==> config.mk <==
export PLATFORM = sky130hd
export DESIGN_NAME = controlador_estados
export DESIGN_NICKNAME = d
export VERILOG_FILES = /design/src/rtl/controlador_estados.sv
export SDC_FILE = /design/constraint.sdc
export NUM_CORES = 1
export LEC_CHECK = 0
export BUFFER_PORTS_ARGS = -buffer_cell sky130_fd_sc_hd__buf_2
export CELL_PAD_IN_SITES_DETAIL_PLACEMENT = 0
export CELL_PAD_IN_SITES_GLOBAL_PLACEMENT = 1
export CORE_MARGIN = 2
export CORE_UTILIZATION = 40
export DETAILED_ROUTE_END_ITERATION = 10
export PLACE_DENSITY = 0.72
export SYNTH_ARGS = -nofsm -noshare
export SYNTH_HDL_FRONTEND = slang
export SYNTH_SLANG_ARGS = --single-unit
export TNS_END_PERCENT = 5
==> constraint.sdc <==
create_clock -name clk -period 3.75 [get_ports clk]
set_clock_uncertainty 0.2 [all_clocks]
set_input_delay 0.1875 -clock clk [delete_from_list [all_inputs] [get_ports clk]]
set_output_delay 0.1875 -clock clk [all_outputs]
set_load 0.05 [all_outputs]
==> src/rtl/controlador_estados.sv <==
// Virtual-pet state controller: tracks hunger and boredom, reacts to the two
// debounced buttons and reports the current mood code to the image controller.
module controlador_estados #(
    parameter int TICK_CICLOS = 27000000,
    parameter int INTERVALO   = 10,
    parameter int ACAO_TICKS  = 3,
    parameter int MORTE_TICKS = 30
) (
    input  logic       clk,
    input  logic       rst,
    input  logic       b1,
    input  logic       b2,
    output logic [3:0] estado,
    output logic [3:0] fome,
    output logic [3:0] tedio,
    output logic       novo_estado
);

    typedef enum logic [3:0] {
        NORMAL    = 4'b0000,
        COMENDO   = 4'b0001,
        BRINCANDO = 4'b0010,
        FOME      = 4'b0011,
        TRISTE    = 4'b0100,
        MORTO     = 4'b0101
    } estado_t;

    localparam int PRESC_W = (TICK_CICLOS > 1) ? $clog2(TICK_CICLOS) : 1;
    localparam int INTV_W  = (INTERVALO > 1) ? $clog2(INTERVALO) : 1;
    localparam int ACAO_W  = $clog2(ACAO_TICKS + 1);
    localparam int MORTE_W = (MORTE_TICKS > 1) ? $clog2(MORTE_TICKS) : 1;

    localparam logic [PRESC_W-1:0] PRESC_MAX = PRESC_W'(TICK_CICLOS - 1);
    localparam logic [INTV_W-1:0]  INTV_MAX  = INTV_W'(INTERVALO - 1);
    localparam logic [ACAO_W-1:0]  ACAO_LOAD = ACAO_W'(ACAO_TICKS);
    localparam logic [MORTE_W-1:0] MORTE_MAX = MORTE_W'(MORTE_TICKS - 1);

    estado_t            estado_r;
    logic [PRESC_W-1:0] presc_r;
    logic [INTV_W-1:0]  intv_r;
    logic [ACAO_W-1:0]  acao_r;
    logic [MORTE_W-1:0] morte_r;
    logic               b1_prev_r;
    logic               b2_prev_r;

    logic tick_s;
    logic passo_s;
    logic b1_edge_s;
    logic b2_edge_s;
    logic revive_s;

    assign tick_s    = (presc_r == PRESC_MAX);
    assign passo_s   = tick_s && (intv_r == INTV_MAX);
    assign b1_edge_s = b1 & ~b1_prev_r;
    assign b2_edge_s = b2 & ~b2_prev_r;
    assign revive_s  = (estado_r == MORTO) && b1_edge_s && b2_edge_s;
    assign estado    = estado_r;

    // Tick prescaler and hunger/boredom interval counter; reviving restarts both.
    always_ff @(posedge clk) begin
        if (rst || revive_s) begin
            presc_r <= '0;
            intv_r  <= '0;
        end else if (tick_s) begin
            presc_r <= '0;
            intv_r  <= (intv_r == INTV_MAX) ? '0 : intv_r + INTV_W'(1);
        end else begin
            presc_r <= presc_r + PRESC_W'(1);
        end
    end

    // Mood FSM with hunger/boredom levels, action and death timers.
    always_ff @(posedge clk) begin
        if (rst) begin
            estado_r    <= NORMAL;
            fome        <= 4'd0;
            tedio       <= 4'd0;
            novo_estado <= 1'b0;
            acao_r      <= '0;
            morte_r     <= '0;
            b1_prev_r   <= b1;
            b2_prev_r   <= b2;
        end else begin
            b1_prev_r   <= b1;
            b2_prev_r   <= b2;
            novo_estado <= 1'b0;
            if (passo_s) begin
                if (estado_r != COMENDO && estado_r != MORTO && fome != 4'd15)
                    fome <= fome + 4'd1;
                if (estado_r != BRINCANDO && estado_r != MORTO && tedio != 4'd15)
                    tedio <= tedio + 4'd1;
            end
            case (estado_r)
                MORTO: begin
                    if (revive_s) begin
                        estado_r    <= NORMAL;
                        novo_estado <= 1'b1;
                        fome        <= 4'd0;
                        tedio       <= 4'd0;
                        acao_r      <= '0;
                        morte_r     <= '0;
                    end
                end
                NORMAL, COMENDO, BRINCANDO, FOME, TRISTE: begin
                    if (b1_edge_s) begin
                        estado_r    <= COMENDO;
                        novo_estado <= (estado_r != COMENDO);
                        fome        <= 4'd0;
                        acao_r      <= ACAO_LOAD;
                        morte_r     <= '0;
                    end else if (b2_edge_s) begin
                        estado_r    <= BRINCANDO;
                        novo_estado <= (estado_r != BRINCANDO);
                        tedio       <= 4'd0;
                        acao_r      <= ACAO_LOAD;
                        morte_r     <= '0;
                    end else if (estado_r == COMENDO || estado_r == BRINCANDO) begin
                        if (tick_s) begin
                            if (acao_r == ACAO_W'(1)) begin
                                estado_r    <= NORMAL;
                                novo_estado <= 1'b1;
                                acao_r      <= '0;
                            end else begin
                                acao_r <= acao_r - ACAO_W'(1);
                            end
                        end
                    end else if (estado_r == FOME) begin
                        if (tick_s && fome == 4'd15) begin
                            if (morte_r == MORTE_MAX) begin
                                estado_r    <= MORTO;
                                novo_estado <= 1'b1;
                                morte_r     <= '0;
                            end else begin
                                morte_r <= morte_r + MORTE_W'(1);
                            end
                        end
                    end else if (fome == 4'd15) begin
                        estado_r    <= FOME;
                        novo_estado <= 1'b1;
                    end else if (estado_r == NORMAL && tedio == 4'd15) begin
                        estado_r    <= TRISTE;
                        novo_estado <= 1'b1;
                    end
                end
                default: begin
                    // Corrupted code: recover to a known mood.
                    estado_r    <= NORMAL;
                    novo_estado <= 1'b1;
                    acao_r      <= '0;
                    morte_r     <= '0;
                end
            endcase
        end
    end

endmodule

Word-level counts from Yosys, hierarchy flattened:

Cells that the tools add are included.

* equality and inequality tests: 27
* $add $sub $neg: 6
* $lt $le $gt $ge: 0
* bitwise logic cells: 4
* reduce and logical (&&, ||, !) cells: 17
* muxes and demuxes: 51
* divide/modulo/power cells: 0
* multipliers: 0
* shift-type cells: 0

Operator list (count)
* $mux W4: 21
* $mux W5: 7
* $ne A4 B4 Y1 const B: 7
* $add A25 B1 Y25 const B: 1
* $eq A25 B25 Y1 const B: 1
* $pmux W4 S2: 3
* $add A4 B1 Y4 const B: 3
* $eq A4 B4 Y1 const B: 3
* $mux W2: 6
* $ne A6 B6 Y1 const B: 2
* $mux W1: 11
* $ne A5 B5 Y1 const B: 2
* $pmux W5 S2: 1
* $logic_and A1 B1 Y1: 9
* $eq A4 B2 Y1 const B: 2
* $eq A4 B3 Y1 const B: 2
* $ne A7 B7 Y1 const B: 1
* $reduce_and A6 Y1: 1
* $add A5 B1 Y5 const B: 1
* $eq A5 B5 Y1 const B: 1
* $reduce_or A5 Y1: 1
* $eq A4 B1 Y1 const B: 1
* $logic_not A4 Y1: 1
* $ne A4 B1 Y1 const B: 1
* other kinds (13): 16

* output and inout bits: 13
* memories: 0
* bits in writable memories: 0
* ROM bits: 0
* register bits after elaboration: 51
* latch bits: 0

Depth between registers and ports, before layout:

Gate-level depths: netlist (run 1).

* word-level depth: 9
* mapped depth: 7

Worst setup path after synthesis (run 1):

OpenSTA, ideal clock, no wires.

* path kind: reg-to-reg
* start: reg estado_r[1] (netlist: estado[1])
* end: reg morte_r[3]
* path slack: 1198 ps
* buffers on the path: 1
* stages on the path, launching flop included: 7
* arrival time: 2273 ps
* path through: dfxtp_1 > clkbuf_1 > o21ai_0 > nand3_1 > o221ai_1 > or4_4 > a211oi_2

* word-level cells in the longest chain between the ends: 5
* elaborated cells between the ends (all ways): 16
* classes of those cells: 9 x eq/ne; 1 x mux; 6 x reduce/logical

Ends and longest elaborated chain
* start, declared: RTL line 38 `estado_t estado_r;`
* start signal, assigned: RTL line 75 `estado_r <= NORMAL;`
* start signal, assigned: RTL line 96 `estado_r <= NORMAL;`
* start signal, assigned: RTL line 106 `estado_r <= COMENDO;`
* branches (longest 5 deep; another with $reduce_or A5 Y1)
* end signal, assigned: RTL line 134 `morte_r <= morte_r + MORTE_W'(1);`
* end, declared: RTL line 42 `logic [MORTE_W-1:0] morte_r;`

Several ways; the timed one is not identified.
A chain may end at the register's enable or synchronous reset.

Worst setup path in the final report (run 1):

* start: reg presc_r[0]
* end: reg tedio[2]

* word-level cells in the longest chain between the ends: 6
* elaborated cells between the ends (all ways): 7
* classes of those cells: 1 x eq/ne; 5 x mux; 1 x reduce/logical

Ends and longest elaborated chain
* start, declared: RTL line 39 `logic [PRESC_W-1:0] presc_r;`
* start signal, assigned: RTL line 68 `presc_r <= presc_r + PRESC_W'(1);`
* $eq A25 B25 Y1 *: RTL line 52 `assign tick_s = (presc_r == PRESC_MAX);`
* $logic_and A1 B1 Y1 *: RTL line 53 `assign passo_s = tick_s && (intv_r == INTV_MAX);`
* $mux W4 *: RTL line 87 `if (passo_s) begin`
* $mux W4: RTL line 111 `end else if (b2_edge_s) begin`
* $mux W4: RTL line 105 `if (b1_edge_s) begin`
* $pmux W4 S2 *: RTL line 93 `case (estado_r)`
* end signal, assigned: RTL line 91 `tedio <= tedio + 4'd1;`
* end, declared: RTL line 15 `output logic [3:0] tedio,`

Every way passes the cells marked *; elsewhere a longest branch is shown, timed or not.

==> impl_summary.txt, run 1 <==
----------------------------------------------------
[STA]
  Post-route setup TNS ... 0 ns
  Unrepaired setup endpoints after global routing ... false
  Slew at the pin closest to its max-slew limit ... 0.817 ns
  Max-slew headroom ... between 40% and 50%
  Count of endpoints failing hold in the final timing report ... 0
  Hold Slack ... 0.0473 ns
  Pins Over Slew Limit ... 0
  Final clock period utilization by the worst path ... roughly three quarters
  Clock period minus worst slack ... ~2.8 ns
  Setup violations, final ... 0
  Top achievable clock speed ... 360 MHz
  Worst Slack Setup Final ... between 0.9 and 1 ns

[GRT]
  Number of antenna violations at the first check in global routing ... 0
  Global router's overall resource usage ... 17.2%
  Overall overflow remaining after global route ... 0
  First-pass GRT wire length ... approximately 10000 um
  Pin count of the biggest net entering global routing ... 25
  Number of global-route vias before repair ... about 2.1k

[Drt]
  Count of TritonRoute iterations in the first routing pass ... 4
  Iter 0 DRT Violations ... 130
  Routed wire length ... 6310 um
  Detail-routed via count per cell ... around 5.6
  Number of remaining DRC errors ... 0
  Antenna-violating nets left ... 0
  Total vias in the final route ... roughly 2.4k
  Final routed wire length divided by cell count ... approximately 15 um

[Critical path]
  Largest fanout of any net on the critical path ... 16
  Master of the slowest instance on the critical path ... sky130_fd_sc_hd__or4_1
  Crit start category ... flip-flop
  CP top delay family ... simple AND/OR/NAND/NOR gates
  Setup CP Type ... flip-flop to flip-flop
  Crit path capture type ... flip-flop
  CP Data Arrival Time ... 2.82 ns
  Buf+Inv Stages, Crit Path ... 0
  Worst reg2reg path startpoint ... presc_r[0]$_SDFF_PP0_
  Required time at the endpoint of the critical path ... about 3.8 ns
  Biggest cell delay along the critical path ... 0.65 ns
  Launch point of the critical path ... presc_r[0]$_SDFF_PP0_
  CP Cell Sequence ... ha_1 > nand2_1 > nor4_1 > nand4_1 > or4_1 > a21oi_1

[Clock network]
  Worst-path clk slew ... around 0.1 ns
  Total number of H-tree levels ... 2
  Cell at the root of the clock tree ... sky130_fd_sc_hd__clkbuf_8
  Count of clock tree sinks ... 50
  CTS hold repair buffers ... 2
  Number of gates resized after CTS ... 0
  Insertion delay of the later-clocked pin in the worst-skew pair ... around 0.31 ns
  Clock tree from TritonCTS ... yes
  CTS Buffer Depth ... 2
  Num CTS Buffers ... 5
  Number of setup buffers added after CTS ... 0

[Synthesis]
  Number of distinct standard cells referenced by the synthesized netlist ... 60
  Synthesized area per cell ... 8.34 sq um
  Cell taking the most area after synthesis ... sky130_fd_sc_hd__dfxtp_1
  Number of enable flip-flop cells after synthesis ... 0
  Top cell types by occurrence after synthesis ... sky130_fd_sc_hd__dfxtp_1 (50), sky130_fd_sc_hd__nor2_1 (41), sky130_fd_sc_hd__nand2_1 (20), sky130_fd_sc_hd__o21ai_0 (20), sky130_fd_sc_hd__a21oi_1 (18)
  Syn Nets ... 344
  Cell with the most instances after synthesis ... sky130_fd_sc_hd__dfxtp_1
  Synth top area share ... 35.9%
  Most instantiated flip-flop cell in the synthesis netlist ... sky130_fd_sc_hd__dfxtp_1
  Synth async-reset ratio ... 0%
  Number of standard cells after synthesis ... approximately 330
  Number of storage elements in the synthesis netlist ... 50
  Cell area after technology mapping ... 2790 sq um
  Share of the yosys chip area belonging to registers ... 35.9%
  Yosys warning count ... 0
  Ranking of synthesized cells by area ... sky130_fd_sc_hd__dfxtp_1 (36%), sky130_fd_sc_hd__nor2_1 (5.5%), sky130_fd_sc_hd__xnor2_1 (5.3%)

[Floorplan]
  Effective utilization at floorplan ... between 40% and 50%
  Site Rows ... 30
  Horizontal die dimension ... 87.5 um
  Placeable Area ... between 6000 and 7000 sq um
  Count of pins on the block boundary ... 17
  Floorplan die area ... about 7600 sq um
  Y dimension of the die ... around 87 um

[Status]
  Status ... finished clean

[Power and ir drop]
  Power density over cell area ... around 340 nW/um^2
  Peak supply drop ... about 0.00017 V
  LEAKAGE ... 1.04 nW
  Total power consumption of the routed design ... 1.04 mW

[Placed design]
  Placed cell count ... around 420
  Pre-CTS setup slack ... around 1 ns
  Area after DPL ... ~2900 sq um
  Global placement routability congestion ... 0.873
  Port Buf Inserts ... 15
  DP HPWL ... 4430 um

[Finish]
  Layout cells sized above 1 ... 12.8%
  Final Instance Count excl. Fillers ... 431
  Share of the core filled with cells ... between 40 and 50%
  Area growth from synthesis to layout ... 9.12%
  Number of nets in the layout ... 360
  Final design instance area without fill ... just over 3000 sq um
  Final antenna diode count ... 0

[Worst hold path]
  Hold wc startpoint ... rst
  Type of the most critical hold path ... input pin to flip-flop

[Flow run]
  Max Cap Viol ... 0

----------------------------------------------------
layout by cell type, fill, tap and decap left out, types with 5 or more instances in the layout:
master,synthesis,final
sky130_fd_sc_hd__nor2_1,41,41
sky130_fd_sc_hd__and4_1,6,6
sky130_fd_sc_hd__inv_1,15,15
sky130_fd_sc_hd__nor3_1,11,11
sky130_fd_sc_hd__or3_1,7,7
sky130_fd_sc_hd__ha_1,6,6
sky130_fd_sc_hd__nor4_1,6,6
sky130_fd_sc_hd__o21ai_0,20,20
sky130_fd_sc_hd__nand4_1,8,8
sky130_fd_sc_hd__clkbuf_8,1,6
sky130_fd_sc_hd__nand3_1,17,17
sky130_fd_sc_hd__or4_1,8,8
sky130_fd_sc_hd__buf_2,0,15
sky130_fd_sc_hd__dfxtp_1,50,50
sky130_fd_sc_hd__nand2_1,20,20
sky130_fd_sc_hd__xor2_1,9,9
sky130_fd_sc_hd__a21oi_1,18,18
sky130_fd_sc_hd__xnor2_1,17,17
sky130_fd_sc_hd__o31ai_1,6,6
sky130_fd_sc_hd__nor2b_1,5,5
metal layers:
layer	up-vias	GRT usage, %	share of wire, %
met1	1124	23.0	50
met4	0	7.27	2.4
met2	40	27.1	44
met3	16	3.22	2.8
met5	-	0	0
li1	1242	-	-
final cells by class:
cell class / instances / area [sq um]
timing repair buffer: 20 / 118
sequential: 50 / 1000
multi-input combinational: 258 / 1670
fill: 708 / 3720
clock buffer: 7 / 86.3
tap: 80 / 100
inverter: 15 / 56.3
clock inverter: 1 / 5.00
final timing paths:
kind	to	depth (start not counted)	slack (ns)
worst max-delay path	tedio[2]$_SDFF_PP0_	6	0.97
worst min-delay path	acao_r[0]$_SDFFE_PP0P_	2	0.05
worst max register to register	tedio[2]$_SDFF_PP0_	6	0.97
worst min register to register	presc_r[0]$_SDFF_PP0_	1	0.27
registers in the layout, summed over array words and instances, names as in the netlist:
name         flops
acao_r           2
novo_estado      1
estado           3
morte_r          5
presc_r         25
fome             4
b1_prev_r        1
b2_prev_r        1
intv_r           4
tedio            4
kinds of logic (layout without fill, tap and decap cells):
| group | after synthesis | count (layout) | synth area share, % |
|---|---|---|---|
| compound gates | 67 | 67 | 16.1 |
| xor+xnor | 26 | 26 | 8.17 |
| fa+ha+maj | 6 | 6 | 2.69 |
| buf+inv | 26 | 43 | 4.00 |
| flops | 50 | 50 | 35.9 |
| mux | 3 | 3 | 1.17 |
| other cells | 1 | 1 | 0.135 |
| simple gates | 155 | 155 | 31.8 |
report_power, final:
group | switching, mW | total, mW | internal (mW) | leakage [nW]
Clock | 0.186 | 0.336 | 0.150 | 0.0482
Combinational | 0.0950 | 0.143 | 0.0478 | 0.591
Sequential | 0.0139 | 0.557 | 0.543 | 0.405
Total | 0.295 | 1.04 | 0.741 | 1.04
(Power assumes the default switching activity.)
==> run 2, diff against run 1 <==
--- a/config.mk
+++ b/config.mk
@@ -11,7 +11,7 @@
 export CORE_MARGIN = 2
 export CORE_UTILIZATION = 40
 export DETAILED_ROUTE_END_ITERATION = 10
-export PLACE_DENSITY = 0.72
+export PLACE_DENSITY = 0.74
 export SYNTH_ARGS = -nofsm -noshare
 export SYNTH_HDL_FRONTEND = slang
 export SYNTH_SLANG_ARGS = --single-unit
==> constraint.sdc (replaced) <==
create_clock -name clk -period 2.5 [get_ports clk]
set_clock_uncertainty 0.2 [all_clocks]
set_input_delay 0.125 -clock clk [delete_from_list [all_inputs] [get_ports clk]]
set_output_delay 0.125 -clock clk [all_outputs]
set_load 0.05 [all_outputs]
==> run 2 against run 1 <==
Effect of this change:
- critical path depth fell by 1
- core utilization rose by 2.9 points
- sequential power rose by 52%
- largest power group unchanged
==> impl_summary.txt, run 2 (synthesis results as in run 1) <==
----------------------------------------------------
[Status]
  Status ... finished clean

[Flow run]
  Max Cap Viol ... 0

[Critical path]
  Largest fanout of any net on the critical path ... 9
  Required time at the endpoint of the critical path ... around 2.5 ns
  Setup CP Type ... flip-flop to flip-flop
  Master of the slowest instance on the critical path ... sky130_fd_sc_hd__or4b_4
  Reg-to-Reg End ... morte_r[3]$_SDFFE_PP0P_
  Slack of the worst reg-to-reg path ... slightly below 0.07 ns
  Number of cells on the worst reg-to-reg path ... 5
  Biggest cell delay along the critical path ... 0.54 ns
  Worst reg2reg path startpoint ... presc_r[8]$_SDFF_PP0_
  Crit path capture type ... flip-flop
  CP Data Arrival Time ... 2.46 ns
  Crit start category ... flip-flop
  CP Cell Sequence ... or4b_4 > nor4_4 > a21oi_2 > or4_4 > a211oi_2

[STA]
  Pins Over Slew Limit ... 0
  Post-route setup TNS ... 0 ns
  Clock period minus worst slack ... about 2.4 ns
  Top achievable clock speed ... 411 MHz
  Setup violations, final ... 0
  Unrepaired setup endpoints after global routing ... true
  Final clock period utilization by the worst path ... around 97%
  Worst Slack Setup Final ... just under 0.07 ns
  Count of endpoints failing hold in the final timing report ... 0

[Finish]
  Flip-flop count of the largest register, all copies and words added ... 25
  Share of the core filled with cells ... between 40% and 50%
  Final Instance Count excl. Fillers ... between 400 and 500
  Area growth from synthesis to layout ... 16.2%
  Leading registers by flop count ... presc_r x25, morte_r x5
  Number of nets in the layout ... 380
  Filler Cell Count ... roughly 700
  Register with the highest flop count ... presc_r
  Layout cells sized above 1 ... a little under a fifth
  Final antenna diode count ... 0
  Most common cell after layout, fill and taps aside ... sky130_fd_sc_hd__dfxtp_1
  Top library cells by usage in the layout, fill and taps aside ... sky130_fd_sc_hd__dfxtp_1 (47), sky130_fd_sc_hd__nor2_1 (41), sky130_fd_sc_hd__buf_4 (21)

[Power and ir drop]
  LEAKAGE ... roughly 1.2 nW
  Net load switching power ... around 0.46 mW
  Power density over cell area ... 490 nW/um^2
  Clock network power share ... 32.4%
  Proportion of power drawn by combinational gates ... 14.3%
  Cell internal power dissipation ... 1.13 mW
  Peak supply drop ... ~0.00033 V
  Total power consumption of the routed design ... about 1.6 mW
  Switching portion of total power ... 28.8%
  Sequential power share ... 53.3%

[Floorplan]
  Y dimension of the die ... ~90 um
  Floorplan die area ... around 7600 sq um
  Horizontal die dimension ... a little under 90 um
  Placeable Area ... between 6000 and 7000 sq um
  Count of pins on the block boundary ... 17
  Site Rows ... 30
  Effective utilization at floorplan ... about two fifths

[Worst hold path]
  Hold-critical path endpoint ... presc_r[0]$_SDFF_PP0_
  Depth of the worst hold-timing path ... 1
  Type of the most critical hold path ... flip-flop to flip-flop
  Hold wc startpoint ... presc_r[0]$_SDFF_PP0_

[GRT]
  Overall overflow remaining after global route ... 0
  Pin count of the biggest net entering global routing ... 25
  Global router's overall resource usage ... around 18%
  Number of antenna violations at the first check in global routing ... 0
  Number of global-route vias before repair ... 2265
  First-pass GRT wire length ... 10900 um

[Clock network]
  Count of clock tree sinks ... 50
  Worst-path clk slew ... 0.10 ns
  Cell at the root of the clock tree ... sky130_fd_sc_hd__clkbuf_8
  Clock tree from TritonCTS ... yes
  Num CTS Buffers ... 5
  Insertion delay of the later-clocked pin in the worst-skew pair ... 0.31 ns
  CTS Buffer Depth ... 2
  Total number of H-tree levels ... 2
  Number of setup buffers added after CTS ... 0

[Placed design]
  Global placement routability congestion ... approximately 0.84
  Pre-CTS setup slack ... approximately 0.077 ns
  DP HPWL ... 4730 um
  Placed cell count ... 440
  Port Buf Inserts ... 15

[Drt]
  Routed wire length ... around 6500 um
  Number of remaining DRC errors ... 0
  Final routed wire length divided by cell count ... ~15 um
  Antenna-violating nets left ... 0
  Iter 0 DRT Violations ... 86
  Detail-routed via count per cell ... roughly 5.5
  Count of TritonRoute iterations in the first routing pass ... 4
  Total vias in the final route ... roughly 2.5k

----------------------------------------------------
-- run 2: cell count changes in the layout (fill, tap and decap cells not counted), sizes merged --
cell,delta
buf,+19
clkbuf,-1
clkinv,+1
dlygate4sd3,+1
-- run 2: final cells by class --
class | count | area (sq um) | area share (%)
Multi-Input combinational cell | 258 | 1690 | 52.3
Sequential cell | 50 | 1000 | 31.0
Timing Repair Buffer | 40 | 283 | 8.74
Tap cell | 80 | 100 | 3.09
Clock buffer | 6 | 82.6 | 2.55
Inverter | 15 | 56.3 | 1.74
Clock inverter | 2 | 17.5 | 0.541
-- run 2: how the worst max path moves through the flow --
stage | to | start | slack [ns]
2_1_floorplan | morte_r[3]$_SDFFE_PP0P_ | estado[0]$_SDFFE_PP0P_ | 0.02
3_3_place_gp | acao_r[0]$_SDFFE_PP0P_ | presc_r[8]$_SDFF_PP0_ | 0.11
3_5_place_dp | morte_r[3]$_SDFFE_PP0P_ | presc_r[8]$_SDFF_PP0_ | 0.08
4_1_cts | morte_r[3]$_SDFFE_PP0P_ | presc_r[8]$_SDFF_PP0_ | 0.04
5_1_grt | morte_r[3]$_SDFFE_PP0P_ | presc_r[0]$_SDFF_PP0_ | -0.04
6_report | morte_r[3]$_SDFFE_PP0P_ | presc_r[8]$_SDFF_PP0_ | 0.07
-- run 2: per-stage QoR --
| step | hold slack, ns | cell area (sq um) |
|---|---|---|
| after CTS | 0.274 | 3220 |
| after global routing | 0.275 | 3240 |
| after detailed placement | 0.0544 | 3090 |
| after floorplan | -0.0473 | 2790 |
| final | 0.270 | 3240 |
| after global placement | 0.0508 | 3090 |
-- run 2: worst max-delay path: cells and delay by family (launching register included) --
family             cells  cell delay, ns
AOI/OAI and AO/OA      2            0.40
DFF                    1            0.36
and+or+nand+nor        3            1.40
-- run 2: power groups by stage --
stage / sequential (mW) / combinational (mW) / clock [mW]
floorplan: 0.870 / 0.148 / 0
global placement: 0.861 / 0.219 / 0
detailed placement: 0.862 / 0.219 / 0
CTS: 0.844 / 0.224 / 0.532
global route: 0.849 / 0.253 / 0.568
finish: 0.845 / 0.227 / 0.513
-- run 2: timing repair --
action                                  4_1_cts  5_1_grt
resized for setup                             0        5
endpoints found under the setup margin        0        9
hold endpoints to repair                      6        0
hold buffers                                  3        0
-- run 2: per-layer routing --
layer | track usage, % | part of all wire [%]
met4 | 4.20 | 0.55
met1 | 23.5 | 47
met3 | 3.32 | 2.6
met2 | 29.9 | 49
met5 | 0 | 0
